--- src/rtl/sort_frame_collector_if.sv ---
// Handshake bundle between an element source/frame consumer and sort_frame_collector.
//   in_valid/in_ready/in_data/in_last    serial element stream into the collector
//   out_valid/out_ready/out_frame/out_count  completed frame toward the sorter
// master: the environment side (element source and frame consumer).
// slave : the collector.
interface sort_frame_collector_if #(
  parameter int unsigned N     = 5,
  parameter int unsigned WIDTH = 8
);
  logic                       in_valid;
  logic                       in_ready;
  logic [WIDTH-1:0]           in_data;
  logic                       in_last;
  logic                       out_valid;
  logic                       out_ready;
  logic [N*WIDTH-1:0]         out_frame;
  logic [$clog2(N+1)-1:0]     out_count;

  modport master (
    output in_valid, in_data, in_last, out_ready,
    input  in_ready, out_valid, out_frame, out_count
  );

  modport slave (
    input  in_valid, in_data, in_last, out_ready,
    output in_ready, out_valid, out_frame, out_count
  );
endinterface

--- src/rtl/sort_frame_collector.sv ---
// Frame collector feeding the combinational bubble sorter.
// Assembles a serial WIDTH-bit element stream into N-element frames held in a
// two-bank (ping-pong) buffer. Short frames (closed by in_last) are padded with
// PAD_VAL so that pad slots sort to the top.
// Ports:
//   clk    rising-edge clock
//   rst_n  asynchronous active-low reset
//   bus    sort_frame_collector_if.slave
//          in_*  : element stream (valid/ready, data, last)
//          out_* : frame stream (valid/ready, flat frame, real-element count)
module sort_frame_collector #(
  parameter int unsigned    N       = 5,
  parameter int unsigned    WIDTH   = 8,
  parameter logic [WIDTH-1:0] PAD_VAL = {WIDTH{1'b1}}
) (
  input  logic                  clk,
  input  logic                  rst_n,
  sort_frame_collector_if.slave bus
);

  localparam int unsigned IdxW = (N > 1) ? $clog2(N) : 1;
  localparam int unsigned CntW = $clog2(N + 1);

  typedef enum logic [0:0] {StCollect, StStall} state_e;

  logic [WIDTH-1:0] mem_q [2][N];
  logic [WIDTH-1:0] mem_d [2][N];
  logic [CntW-1:0]  cnt_q [2];
  logic [CntW-1:0]  cnt_d [2];
  logic [1:0]       full_q, full_d;
  logic             wr_bank_q, wr_bank_d;
  logic             rd_bank_q, rd_bank_d;
  logic [IdxW-1:0]  idx_q, idx_d;
  state_e           state_q, state_d;

  logic accept;
  logic close;
  logic rel;

  assign accept = bus.in_valid & bus.in_ready;
  assign close  = accept & (bus.in_last | (idx_q == IdxW'(N - 1)));
  assign rel    = full_q[rd_bank_q] & bus.out_ready;

  // State register
  always_ff @(posedge clk or negedge rst_n) begin
    if (!rst_n) begin
      state_q   <= StCollect;
      full_q    <= '0;
      wr_bank_q <= 1'b0;
      rd_bank_q <= 1'b0;
      idx_q     <= '0;
      for (int b = 0; b < 2; b++) begin
        cnt_q[b] <= '0;
        for (int i = 0; i < N; i++) begin
          mem_q[b][i] <= '0;
        end
      end
    end else begin
      state_q   <= state_d;
      full_q    <= full_d;
      wr_bank_q <= wr_bank_d;
      rd_bank_q <= rd_bank_d;
      idx_q     <= idx_d;
      cnt_q     <= cnt_d;
      mem_q     <= mem_d;
    end
  end

  // Buffer, pointer and flag next-state
  always_comb begin
    mem_d     = mem_q;
    cnt_d     = cnt_q;
    full_d    = full_q;
    wr_bank_d = wr_bank_q;
    rd_bank_d = rd_bank_q;
    idx_d     = idx_q;

    if (accept) begin
      for (int i = 0; i < N; i++) begin
        if (i == int'(idx_q)) begin
          mem_d[wr_bank_q][i] = bus.in_data;
        end else if (close && (i > int'(idx_q))) begin
          mem_d[wr_bank_q][i] = PAD_VAL;
        end
      end
      if (close) begin
        full_d[wr_bank_q] = 1'b1;
        cnt_d[wr_bank_q]  = CntW'(idx_q) + CntW'(1);
        idx_d             = '0;
        wr_bank_d         = ~wr_bank_q;
      end else begin
        idx_d = idx_q + IdxW'(1);
      end
    end

    // A close can never hit the bank being released: closing needs it empty,
    // releasing needs it full.
    if (rel) begin
      full_d[rd_bank_q] = 1'b0;
      rd_bank_d         = ~rd_bank_q;
    end
  end

  // FSM next state: stall whenever the bank to be written next is still full.
  // Registered, so a release only reopens in_ready on the following cycle.
  always_comb begin
    state_d = full_d[wr_bank_d] ? StStall : StCollect;
  end

  // Outputs
  always_comb begin
    bus.in_ready  = (state_q == StCollect);
    bus.out_valid = full_q[rd_bank_q];
    bus.out_count = cnt_q[rd_bank_q];
    bus.out_frame = '0;
    for (int i = 0; i < N; i++) begin
      bus.out_frame[i*WIDTH +: WIDTH] = mem_q[rd_bank_q][i];
    end
  end

endmodule

--- src/flat_wrapper.sv ---
// flat-port wrapper written by rule: the top's interface ports become plain ports
module sort_frame_collector_flat 
#(
  parameter int unsigned    N       = 5,
  parameter int unsigned    WIDTH   = 8,
  parameter logic [WIDTH-1:0] PAD_VAL = {WIDTH{1'b1}}
)
  (clk, rst_n, bus_in_valid, bus_in_data, bus_in_last, bus_out_ready, bus_in_ready, bus_out_valid, bus_out_frame, bus_out_count);
  sort_frame_collector_if #(.N(N), .WIDTH(WIDTH)) bus_i ();
  input  logic clk;
  input  logic rst_n;
  input wire logic [$bits(bus_i.in_valid)-1:0] bus_in_valid;
  input wire logic [$bits(bus_i.in_data)-1:0] bus_in_data;
  input wire logic [$bits(bus_i.in_last)-1:0] bus_in_last;
  input wire logic [$bits(bus_i.out_ready)-1:0] bus_out_ready;
  output wire logic [$bits(bus_i.in_ready)-1:0] bus_in_ready;
  output wire logic [$bits(bus_i.out_valid)-1:0] bus_out_valid;
  output wire logic [$bits(bus_i.out_frame)-1:0] bus_out_frame;
  output wire logic [$bits(bus_i.out_count)-1:0] bus_out_count;
  assign bus_i.in_valid = bus_in_valid;
  assign bus_i.in_data = bus_in_data;
  assign bus_i.in_last = bus_in_last;
  assign bus_i.out_ready = bus_out_ready;
  assign bus_in_ready = bus_i.in_ready;
  assign bus_out_valid = bus_i.out_valid;
  assign bus_out_frame = bus_i.out_frame;
  assign bus_out_count = bus_i.out_count;
  sort_frame_collector #(.N(N), .WIDTH(WIDTH), .PAD_VAL(PAD_VAL)) u_core (.clk(clk), .rst_n(rst_n), .bus(bus_i));
endmodule
--- config.mk ---
export PLATFORM = sky130hd
export DESIGN_NAME = sort_frame_collector_flat
export DESIGN_NICKNAME = d
export VERILOG_FILES = /design/src/rtl/sort_frame_collector_if.sv /design/src/rtl/sort_frame_collector.sv /design/src/flat_wrapper.sv
export SDC_FILE = /design/constraint.sdc
export NUM_CORES = 1
export LEC_CHECK = 0
export ABC_AREA = 1
export BUFFER_PORTS_ARGS = -buffer_cell sky130_fd_sc_hd__buf_4
export CAP_MARGIN = 0
export CORE_UTILIZATION = 28
export CTS_CLUSTER_SIZE = 25
export DETAILED_ROUTE_END_ITERATION = 7
export GPL_TIMING_DRIVEN = 1
export SLEW_MARGIN = 20
export SYNTH_ARGS = -nofsm -noshare
export SYNTH_HDL_FRONTEND = slang
export SYNTH_SLANG_ARGS = --single-unit
--- constraint.sdc ---
create_clock -name clk -period 3.4 [get_ports clk]
set_clock_uncertainty 0.1 [all_clocks]
set_input_delay 0.34 -clock clk [delete_from_list [all_inputs] [get_ports clk]]
set_output_delay 0.34 -clock clk [all_outputs]
set_load 0.01 [all_outputs]
# Yosys cells after proc, flatten, opt, wreduce, memory -nomap -nowiden
# Index checks and enable logic that the tools add are counted.
# word_totals
ram_bits	0
output_inout_bits	45
input_bits	13
romBits	0
n_memories	0
word_cells	112
regBits	94
latch_bits	0
# classes
mux	52
add_sub_neg	1
bitwise_logic	16
n_lt_le_gt_ge	12
multipliers	0
n_div	0
reduce_logical	9
n_eq_ne	5
shift	0
# ops
op	n
$mux 80	13
$bwmux 80	5
$or 80x80->80	4
$demux 40 s1	5
$mux 40	4
$mux 32	1
$mux 24	1
$mux 16	1
$mux 3	5
$eq 3x3->1 const A	3
$mux 1	9
$mux 8	1
$logic_and 1x1->1	7
$bwmux 6	1
$gt 2x3->1 const A	2
$lt 1x2->1 const B	3
$mux 2	3
$ge 2x2->1 const B	2
$not 1->2	2
$add 3x1->3 const B	1
$and 1x1->1	3
$demux 3 s1	1
$eq 2x3->1 const A	1
$eq 3x3->1 const B	1
other kinds (12)	16

# Longest topological paths before layout
# Gate-level depths: netlist (run 1).
# logic_depth
depth_word	23
depth_mapped	12
mapped_depth_nobuf	10

# Worst setup path after synthesis (run 1)
# OpenSTA, ideal clock, no wires.
# synth_timing
path_kind	register -> register
from	register u_core.idx_q[0]
to	register u_core.state_q
period_less_slack_ns	2.216
setup_slack_ns	1.184
arrival_ns	1.982
stages_incl_launch_ff	12
path_cell_list	dfrtp_1 > inv_1 > ha_1 > nand2_2 > nand2_2 > nand2_4 > clkinv_2 > buf_6 > buf_6 > ha_1 > o21ai_0 > o21ai_0
# synth_via
elab_cells_between_ends	12
classes_between	eq/ne: 1; mux: 8; bitwise: 3
# synth_lines
element	line	source
start, declared	sort_frame_collector.sv:33	logic [IdxW-1:0] idx_q, idx_d;
start signal, assigned	sort_frame_collector.sv:63	idx_q <= idx_d;
$eq 3x3->1	sort_frame_collector.sv:41	assign close = accept & (bus.in_last | (idx_q == IdxW'(N - 1)));
$or 1x1->1	sort_frame_collector.sv:41	
$and 1x1->1	sort_frame_collector.sv:41	
$mux 1	sort_frame_collector.sv:86	if (close) begin
$mux 1	sort_frame_collector.sv:78	if (accept) begin
net u_core.wr_bank_d	sort_frame_collector.sv:31	logic wr_bank_q, wr_bank_d;
$mux 1 (not written as such) (2 in a row)	sort_frame_collector.sv:107	state_d = full_d[wr_bank_d] ? StStall : StCollect;
$mux 1	sort_frame_collector.sv:107	
net u_core.state_d	sort_frame_collector.sv:34	state_e state_q, state_d;
end signal, assigned	sort_frame_collector.sv:47	state_q <= StCollect;
end signal, assigned	sort_frame_collector.sv:59	state_q <= state_d;
end, declared	sort_frame_collector.sv:34	
# The timed path passes the listed nets, and every way through them passes these cells. The select of a mux whose other input is x is not followed.
# A chain may end at the register's enable or synchronous reset.

# Worst setup path in the final report (run 1)
# Ends and elaborated chain as after synthesis.

==> flow_summary.json, run 1 <==
{
  "syn_inst": 705,
  "p_int_w": 0.00314,
  "wl_um": 14300,
  "crit_path_start_kind": "flip-flop",
  "syn2layout_area_growth_pct": 18.1,
  "num_io_pins": 58,
  "rsz0062_at_grt": "no",
  "dieHeight_um": 137,
  "pre_cts_ws_ns": 0.948,
  "ant_nets": 0,
  "pwr-share-clk": 0.189,
  "insertedDiodeCount": 0,
  "final.min_clock_period_ns": 2.50,
  "fp.dieW_um": 137,
  "antenna_found_initial": 0,
  "clkTransAtPathRegs_ns": 0.07,
  "grt_pass1_vias": 4329,
  "port_buffers": 57,
  "hp-class": "in2async",
  "setup_tns_ns": 0,
  "end_kind": "flip-flop",
  "critPathRequiredTime_ns": 3.58,
  "final_nets": 770,
  "r2r_slack_ns": 0.90,
  "setup_slack_ns": 0.905,
  "drt-initial-drc-count": 284,
  "status": "finished with violations",
  "max-vdd-ir-drop_uv": 362,
  "grt-ovfl-total": 0,
  "routedWlPerCell_um": 14.6,
  "dp_cells": 964,
  "yosys-top-cells-area": "dfrtp_1 46%, nand2_1 24%, o21ai_0 6.2%",
  "dr.pass1.iters": 5,
  "clockBufferDepth": 2,
  "drive_above_1_share": 0.142,
  "syn_area_per_cell_um2": 7.19,
  "ys_types": 26,
  "yosysSeqAreaShare": 0.464,
  "row_count": 48,
  "drc": 0,
  "cp_slowest_stage_delay_ns": 0.50,
  "hold_buffers": 0,
  "vias": 4619,
  "cts.repair.resized": 0,
  "fill_cells": 1873,
  "yosysWarnings": 0,
  "cts_htree_levels": 3,
  "crit_chain": "inv_1 -> ha_1 -> nand2_2 -> nand2_2 -> nand2_4 -> clkinv_2 -> ha_1 -> o21ai_0 -> nand3_1 -> o21ai_0",
  "ys_seq_elements": 94,
  "cts_tree": "built",
  "ff2ff_path_depth": 10,
  "synth_nets": 725,
  "grt_max_degree": 67,
  "dp_hpwl_um": 10400,
  "maxSlewHeadroom": 0.422,
  "timing.hold.ws_ns": -0.0131,
  "worstMarginPinSlew_ns": 0.868,
  "leakage_nw": 3.19,
  "fin_cells": 980,
  "path_max_fanout": 21,
  "clk_latency_ns": 0.36,
  "root_buffer": "clkbuf_16",
  "fp.dieArea_um2": 18600,
  "synth.top_cell.area_share": 0.464,
  "comb_power_share": 0.467,
  "netlist_area_um2": 5070,
  "violations": "hold timing",
  "hold_viol_final": 6,
  "critPathKind": "reg2reg",
  "crit_arrival_ns": 2.67,
  "cts_buffers": 9,
  "post_cts_buffers": 0,
  "cp_slowest_cell": "dfrtp_1",
  "drv_cap": 0,
  "fin_crit_sh": 0.734,
  "track_usage": 0.166,
  "worstReg2RegEnd": "u_core.state_q$_DFF_PN0_",
  "place_congestion": 0.869,
  "initial_utilization": 0.290,
  "regToRegStartpoint": "u_core.idx_q[0]$_DFFE_PN0P_",
  "synth_largest_area_cell": "dfrtp_1",
  "cts.sinks": 94,
  "sequentialPowerShare": 0.344,
  "fmax_ghz": 0.401,
  "switching_share": 0.426,
  "core_um2": 17500,
  "drv_slew": 0,
  "switching_power_w": 0.00233,
  "cellPowerDensity_nw_per_um2": 913,
  "setup_viol": 0,
  "grt_pass1_wl_um": 23500,
  "vias_per_cell": 4.71
}
==> worst max-delay path, delay by kind of cell, from the launching register on <==
kind / cells / cell delay, ns
AOI/OAI and AO/OA: 2 / 0.36
adders and majority gates: 2 / 0.65
buffers and inverters: 2 / 0.40
DFF: 1 / 0.50
and+or+nand+nor: 4 / 0.40
==> stage by stage <==
stage / power [W] / instance area (um2) / util
after floorplan: 0.00347 / 5070 / -
after global placement: 0.00444 / 5690 / 0.325
after detailed placement: 0.00447 / 5690 / 0.325
after CTS: 0.00552 / 5980 / 0.342
after global routing: 0.00594 / 5980 / 0.342
final: 0.00546 / 5980 / 0.342
==> how the worst max path moves through the flow <==
stage / start / endpoint / depth (start not counted) / slack, ns
after floorplan: u_core.idx_q[0]$_DFFE_PN0P_ / u_core.state_q$_DFF_PN0_ / 11 / 1.18
after global placement: u_core.idx_q[0]$_DFFE_PN0P_ / u_core.state_q$_DFF_PN0_ / 10 / 1.02
after detailed placement: u_core.idx_q[0]$_DFFE_PN0P_ / u_core.state_q$_DFF_PN0_ / 10 / 0.95
after CTS: u_core.idx_q[0]$_DFFE_PN0P_ / u_core.state_q$_DFF_PN0_ / 10 / 0.91
after global routing: u_core.idx_q[0]$_DFFE_PN0P_ / u_core.state_q$_DFF_PN0_ / 10 / 0.63
final: u_core.idx_q[0]$_DFFE_PN0P_ / u_core.state_q$_DFF_PN0_ / 10 / 0.90
==> power by group through the flow <==
stage	clock, W	sequential (W)	combinational [W]
after floorplan	0	0.00178	0.00169
after global placement	0	0.00189	0.00255
after detailed placement	0	0.00189	0.00258
after CTS	0.00106	0.00188	0.00258
after global routing	0.00111	0.00194	0.00289
final	0.00103	0.00188	0.00255
==> cells in the final DEF (no fill, tap or decap) <==
| cell type | count |
|---|---|
| nand3_2 | 2 |
| nor2_2 | 6 |
| o211ai_1 | 15 |
| or2_2 | 8 |
| clkinvlp_4 | 2 |
| a21oi_2 | 1 |
| clkinv_2 | 2 |
| clkbuf_1 | 1 |
| o21ai_2 | 2 |
| inv_6 | 2 |
| nand4_2 | 1 |
| nand2_1 | 324 |
| nand2_4 | 2 |
| nor2_1 | 13 |
| buf_4 | 63 |
| nand3_1 | 53 |
| clkbuf_16 | 9 |
| o21ai_0 | 63 |
| bufinv_16 | 1 |
| inv_2 | 3 |
| o21ai_1 | 5 |
| inv_1 | 62 |
| dfrtp_1 | 94 |
| nand2_2 | 2 |
| a21oi_1 | 2 |
| ha_1 | 7 |
| nor2_4 | 1 |
| nand4_1 | 9 |
==> flip-flops by register name (all words and copies together), names as in the netlist <==
| signal | flops |
|---|---|
| u_core.cnt_q | 6 |
| u_core.state_q | 1 |
| u_core.wr_bank_q | 1 |
| u_core.mem_q | 80 |
| u_core.idx_q | 3 |
| u_core.rd_bank_q | 1 |
| u_core.full_q | 2 |
==> cell type report <==
| type | count | area [um2] | share of cell area |
|---|---|---|---|
| clock inverters | 6 | 67.6 | 0.0113 |
| flip-flops and latches | 94 | 2350 | 0.393 |
| repair buffers | 63 | 473 | 0.0791 |
| multi-input cells | 516 | 2330 | 0.389 |
| inverters | 66 | 249 | 0.0416 |
| well taps | 225 | 282 | 0.0471 |
| clock buffers | 10 | 229 | 0.0383 |
==> kinds of logic (layout without fill, tap and decap cells) <==
family	count (synthesis)	after routing	synth area share
AO/OA/AOI/OAI	88	88	0.0966
adder cells (fa/ha/maj)	7	7	0.0173
buffers and inverters	95	145	0.0758
flip-flops	94	94	0.464
AND/OR/NAND/NOR	421	421	0.346
==> cell usage after synthesis <==
cell      count
o21ai_1       5
nand2_1     324
nand3_2       2
o21ai_0      63
buf_2         6
buf_6         2
clkinv_2      1
ha_1          7
or2_2         8
nand2_2       2
nor2_1       13
a21oi_1       2
nor2_4        1
dfrtp_1      94
o21ai_2       2
nand4_2       1
nand3_1      53
nand4_1       9
inv_2         3
clkbuf_1     20
inv_1        62
buf_4         1
nor2_2        6
a21oi_2       1
o211ai_1     15
nand2_4       2
==> layer usage <==
metal / track usage / up-vias / share of wire
met2: 0.255 / 123 / 0.44
met1: 0.238 / 2164 / 0.49
met3: 0.0300 / 13 / 0.054
met5: 0 / - / 0
met4: 0.0481 / 0 / 0.010
li1: - / 2319 / -
Power figures use the tool's default switching activity.
==> run 2: changes to the inputs <==
- ABC_AREA: 1 -> 0
- clock period: 3.4 -> 2.3 ns (I/O delays scaled with it)
==> flow_summary.json, run 2 <==
{
  "synth_nets": 452,
  "fmax_ghz": 0.471,
  "status": "finished clean",
  "maxSlewHeadroom": 0.533,
  "path_max_fanout": 7,
  "rsz0062_at_grt": "no",
  "hp-class": "in2reg",
  "post_cts_buffers": 0,
  "ys_seq_elements": 94,
  "wl_um": 12200,
  "min_from": "bus_in_data[3]",
  "fin_cells": 711,
  "setup_tns_ns": 0,
  "dieHeight_um": 130,
  "dr.pass1.iters": 4,
  "root_buffer": "clkbuf_16",
  "ant_nets": 0,
  "cts_htree_levels": 3,
  "synth_largest_area_cell": "dfrtp_1",
  "holdPathStages": 2,
  "netlist_area_um2": 4620,
  "insertedDiodeCount": 0,
  "reg_top3": "u_core.mem_q (80), u_core.cnt_q (6), u_core.idx_q (3)",
  "yosysWarnings": 0,
  "track_usage": 0.155,
  "clkTransAtPathRegs_ns": 0.07,
  "final.min_clock_period_ns": 2.12,
  "hold_viol_final": 0,
  "synthMostInstantiatedCell": "dfrtp_1",
  "grt_pass1_vias": 3584,
  "clockBufferDepth": 2,
  "hold_end": "u_core.mem_q[35]$_DFFE_PN0P_",
  "synth-edff-count": 0,
  "worstReg2RegEnd": "u_core.state_q$_DFF_PN0_",
  "cts_tree": "built",
  "crit_arrival_ns": 2.26,
  "grt_max_degree": 54,
  "antenna_found_initial": 0,
  "core_um2": 16000,
  "drive_above_1_share": 0.311,
  "syn_inst": 432,
  "vias_per_cell": 4.91,
  "routedWlPerCell_um": 17.2,
  "ys_dominant_reg_cell": "dfrtp_1",
  "row_count": 46,
  "num_io_pins": 58,
  "critPathKind": "reg2reg",
  "final_cell_mix": "93 x dfrtp_1, 78 x nand2_1, 67 x buf_4",
  "synth.top_cell.area_share": 0.509,
  "grt-ovfl-total": 0,
  "max-vdd-ir-drop_uv": 491,
  "end_kind": "flip-flop",
  "syn_area_per_cell_um2": 10.7,
  "cp_slowest_stage_delay_ns": 0.45,
  "cp_slowest_cell": "dfrtp_1",
  "yosysSeqAreaShare": 0.509,
  "crit_path_start_kind": "flip-flop",
  "async_flop_share": 1.00,
  "final_nets": 510,
  "yosys-top-cells-area": "dfrtp_1 51%, mux2_2 11%, nand2_1 6.3%",
  "place_congestion": 0.805,
  "worstMarginPinSlew_ns": 0.700,
  "syn2layout_area_growth_pct": 22.3,
  "ys_types": 45,
  "ff2ff_path_depth": 7,
  "layout_commonest_cell": "dfrtp_1",
  "timing.hold.ws_ns": 0.0792,
  "fp.dieW_um": 130,
  "leakage_nw": 2.54,
  "regToRegStartpoint": "u_core.idx_q[1]$_DFFE_PN0P_",
  "largest_register_ffs": 80,
  "cp_common_cell": "ha_1",
  "grt_pass1_wl_um": 19500,
  "dp_cells": 694,
  "port_buffers": 57,
  "cts.sinks": 94,
  "r2r_slack_ns": 0.18,
  "crit_chain": "inv_1 -> ha_1 -> a21oi_4 -> nor2_1 -> ha_1 -> o21ai_0 -> mux2_2",
  "cellPowerDensity_nw_per_um2": 1440,
  "fill_cells": 1681,
  "drt-initial-drc-count": 251,
  "largest_register": "u_core.mem_q",
  "fp.dieArea_um2": 17000,
  "drv_slew": 0,
  "initial_utilization": 0.289,
  "clk_latency_ns": 0.35,
  "setup_slack_ns": 0.177,
  "cts_buffers": 9,
  "setup_viol": 0,
  "netlist_top_cells_count": "94 x dfrtp_1, 78 x nand2_1, 47 x mux2_2",
  "critPathRequiredTime_ns": 2.44,
  "drv_cap": 0,
  "drc": 0,
  "dp_hpwl_um": 8640,
  "vias": 3490,
  "total_power_w": 0.00813,
  "pre_cts_ws_ns": 0.174,
  "fin_crit_sh": 0.923
}
run 2: what timing repair did:
action	4_1_cts	5_1_grt
endpoints found under the hold margin	51	0
hold buffers	1	0
resized for setup	0	0
run 2: per-layer routing:
layer,track usage,vias to the layer above,routed length (um)
met3,0.0452,12,664
met4,0.0548,0,163
met2,0.244,78,5820
met5,0,-,0
li1,-,1657,-
met1,0.204,1743,5590
run 2: layout make-up:
type / instances / area (um2) / share of cell area
Clock buffer: 10 / 229 / 0.0405
Clock inverter: 6 / 93.8 / 0.0166
Tap cell: 216 / 270 / 0.0478
Timing Repair Buffer: 70 / 553 / 0.0978
Multi-Input combinational cell: 301 / 2100 / 0.372
Inverter: 14 / 52.6 / 0.00930
Sequential cell: 94 / 2350 / 0.416
run 2: cell families after synthesis:
kind of cell,Yosys count,share of synthesized area
AND/OR/NAND/NOR,120,0.122
flip-flops,94,0.509
multiplexers,61,0.158
buffers and inverters,37,0.0363
AO/OA/AOI/OAI,113,0.156
adder cells (fa/ha/maj),7,0.0190
run 2: how the worst max path moves through the flow:
stage | from | end | slack, ns | cells after the start
floorplan | u_core.idx_q[0]$_DFFE_PN0P_ | u_core.state_q$_DFF_PN0_ | 0.02 | 7
global placement | u_core.idx_q[1]$_DFFE_PN0P_ | u_core.state_q$_DFF_PN0_ | 0.23 | 7
detailed placement | u_core.idx_q[1]$_DFFE_PN0P_ | u_core.state_q$_DFF_PN0_ | 0.17 | 7
CTS | u_core.idx_q[1]$_DFFE_PN0P_ | u_core.state_q$_DFF_PN0_ | 0.16 | 7
global route | u_core.idx_q[1]$_DFFE_PN0P_ | u_core.state_q$_DFF_PN0_ | 0.02 | 7
finish | u_core.idx_q[1]$_DFFE_PN0P_ | u_core.state_q$_DFF_PN0_ | 0.18 | 7
run 2: critical path, delay by kind of cell, from the launching register on:
kind | cells | cell delay [ns]
AOI/OAI and AO/OA | 2 | 0.39
buffers and inverters | 1 | 0.11
muxes | 1 | 0.36
and+or+nand+nor | 1 | 0.08
adders and majority gates | 2 | 0.53
DFF | 1 | 0.45
run 2: power by group:
group / internal [W] / switching, W / total (W)
sequential: 0.00237 / 0.000467 / 0.00284
combinational: 0.00188 / 0.00179 / 0.00368
clock: 0.000960 / 0.000659 / 0.00162
run 2: through the flow:
| step | utilization | instance area (um2) |
|---|---|---|
| floorplan | - | 4620 |
| global placement | 0.332 | 5320 |
| detailed placement | 0.332 | 5320 |
| CTS | 0.353 | 5650 |
| global route | 0.353 | 5650 |
| finish | 0.353 | 5650 |
==> run 3: changes to the inputs <==
- BUFFER_PORTS_ARGS: -buffer_cell sky130_fd_sc_hd__buf_4 -> -buffer_cell sky130_fd_sc_hd__buf_2
- clock period: 2.3 -> 2.4 ns (I/O delays scaled with it)
==> flow_summary.json, run 3 (synthesis gave the netlist of run 2 again) <==
{
  "status": "finished clean",
  "insertedDiodeCount": 0,
  "cp_slowest_cell": "dfrtp_1",
  "regToRegStartpoint": "u_core.idx_q[1]$_DFFE_PN0P_",
  "grt_pass1_vias": 3552,
  "total_power_w": 0.00737,
  "dp_hpwl_um": 8660,
  "r2r_slack_ns": 0.25,
  "worstReg2RegEnd": "u_core.state_q$_DFF_PN0_",
  "final_cell_mix": "93 x dfrtp_1, 78 x nand2_1, 56 x buf_2",
  "comb_power_share": 0.445,
  "final_nets": 511,
  "hold_buffers": 1,
  "crit_path_start_kind": "flip-flop",
  "crit_chain": "inv_1 -> ha_1 -> a21oi_4 -> nor2_1 -> ha_1 -> o21ai_0 -> mux2_2",
  "p_int_w": 0.00462,
  "cts.sinks": 94,
  "timing.hold.ws_ns": 0.0950,
  "dieHeight_um": 130,
  "track_usage": 0.152,
  "critPathKind": "reg2reg",
  "crit_buf_inv": 1,
  "clk_latency_ns": 0.34,
  "cts_tree": "built",
  "row_count": 46,
  "setup_tns_ns": 0,
  "layout_commonest_cell": "dfrtp_1",
  "end_kind": "flip-flop",
  "ant_nets": 0,
  "path_delay_family": "adder cells",
  "hp-class": "in2reg",
  "switching_power_w": 0.00275,
  "fill_cells": 1672,
  "drc": 0,
  "ff2ff_path_depth": 7,
  "clockBufferDepth": 2,
  "num_io_pins": 58,
  "wl_um": 12000,
  "cp_slowest_stage_delay_ns": 0.45,
  "critPathRequiredTime_ns": 2.53,
  "path_max_fanout": 7,
  "port_buffers": 57,
  "cellPowerDensity_nw_per_um2": 1340,
  "rsz0062_at_grt": "no",
  "cp_common_cell": "ha_1",
  "post_cts_buffers": 0,
  "fin_crit_sh": 0.897,
  "antenna_found_initial": 0,
  "min_from": "bus_out_ready",
  "cts_htree_levels": 3,
  "cts_buffers": 9,
  "setup_viol": 0,
  "fp.dieW_um": 130,
  "vias_per_cell": 4.85,
  "reg_top3": "u_core.mem_q (80), u_core.cnt_q (6), u_core.idx_q (3)",
  "drive_above_1_share": 0.315,
  "fp.dieArea_um2": 17000,
  "max-vdd-ir-drop_uv": 422,
  "initial_utilization": 0.289,
  "fmax_ghz": 0.464,
  "crit_arrival_ns": 2.28,
  "drv_cap": 0,
  "place_congestion": 0.812,
  "grt_pass1_wl_um": 19300,
  "hold_end": "u_core.rd_bank_q$_DFFE_PN0P_",
  "sequentialPowerShare": 0.371,
  "grt_max_degree": 51,
  "drt-initial-drc-count": 277,
  "final.min_clock_period_ns": 2.15,
  "maxSlewHeadroom": 0.538,
  "post_dp_cell_area_um2": 5200,
  "fin_util": 0.344,
  "cts.repair.resized": 0,
  "largest_register": "u_core.mem_q",
  "switching_share": 0.373,
  "largest_register_ffs": 80,
  "leakage_nw": 2.49,
  "worstMarginPinSlew_ns": 0.693,
  "pwr-share-clk": 0.184,
  "grt-ovfl-total": 0,
  "root_buffer": "clkbuf_16",
  "hold_viol_final": 0,
  "syn2layout_area_growth_pct": 19.0,
  "core_um2": 16000,
  "holdPathStages": 3,
  "routedWlPerCell_um": 16.9,
  "vias": 3454,
  "clkTransAtPathRegs_ns": 0.06,
  "dr.pass1.iters": 5,
  "drv_slew": 0,
  "stdcell_area_um2": 5500
}
run 3: cell count changes in the layout (fill, tap and decap cells not counted), sizes merged:
cell / previous run / this run
clkinv: 2 / 3
bufinv: 2 / 0
clkbuf: 10 / 11
clkinvlp: 1 / 2
inv: 15 / 14
buf: 69 / 70
run 3: layer usage:
layer,GRT usage,part of all wire
met5,0,0
met4,0.0385,0.012
met3,0.0436,0.054
met2,0.242,0.48
met1,0.201,0.46
run 3: worst max path at each step:
| stage | startpoint | endpoint | cells past startpoint |
|---|---|---|---|
| after global routing | u_core.idx_q[1]$_DFFE_PN0P_ | u_core.mem_q[65]$_DFFE_PN0P_ | 7 |
| after CTS | u_core.idx_q[1]$_DFFE_PN0P_ | u_core.state_q$_DFF_PN0_ | 7 |
| after global placement | u_core.idx_q[1]$_DFFE_PN0P_ | u_core.state_q$_DFF_PN0_ | 7 |
| after detailed placement | u_core.idx_q[1]$_DFFE_PN0P_ | u_core.state_q$_DFF_PN0_ | 7 |
| final | u_core.idx_q[1]$_DFFE_PN0P_ | u_core.state_q$_DFF_PN0_ | 7 |
| after floorplan | u_core.idx_q[0]$_DFFE_PN0P_ | u_core.state_q$_DFF_PN0_ | 7 |
run 3: layout make-up:
type | instances | area [um2] | area share
Multi-Input combinational cell | 301 | 2100 | 0.382
Inverter | 14 | 52.6 | 0.00956
Sequential cell | 94 | 2350 | 0.428
Tap cell | 216 | 270 | 0.0492
Timing Repair Buffer | 71 | 433 | 0.0788
Clock buffer | 11 | 253 | 0.0460
Clock inverter | 5 | 33.8 | 0.00615
run 3: power groups by stage:
stage	Sequential [W]	Combinational, W	Clock (W)
after floorplan	0.00256	0.00231	0
after global placement	0.00272	0.00328	0
after detailed placement	0.00275	0.00332	0
after CTS	0.00273	0.00334	0.00139
after global routing	0.00283	0.00363	0.00145
final	0.00273	0.00328	0.00136
run 3: stage by stage:
stage,setup slack [ns],std cells
CTS,0.221,712
global route,0.0576,712
detailed placement,0.233,695
global placement,0.352,695
floorplan,0.122,432
finish,0.246,712
run 3: tightest hold or removal path, delay by kind of cell:
kind                   cells  cell delay [ns]
AOI/OAI and AO/OA          1             0.08
and+or+nand+nor            1             0.08
buffers and inverters      1             0.11
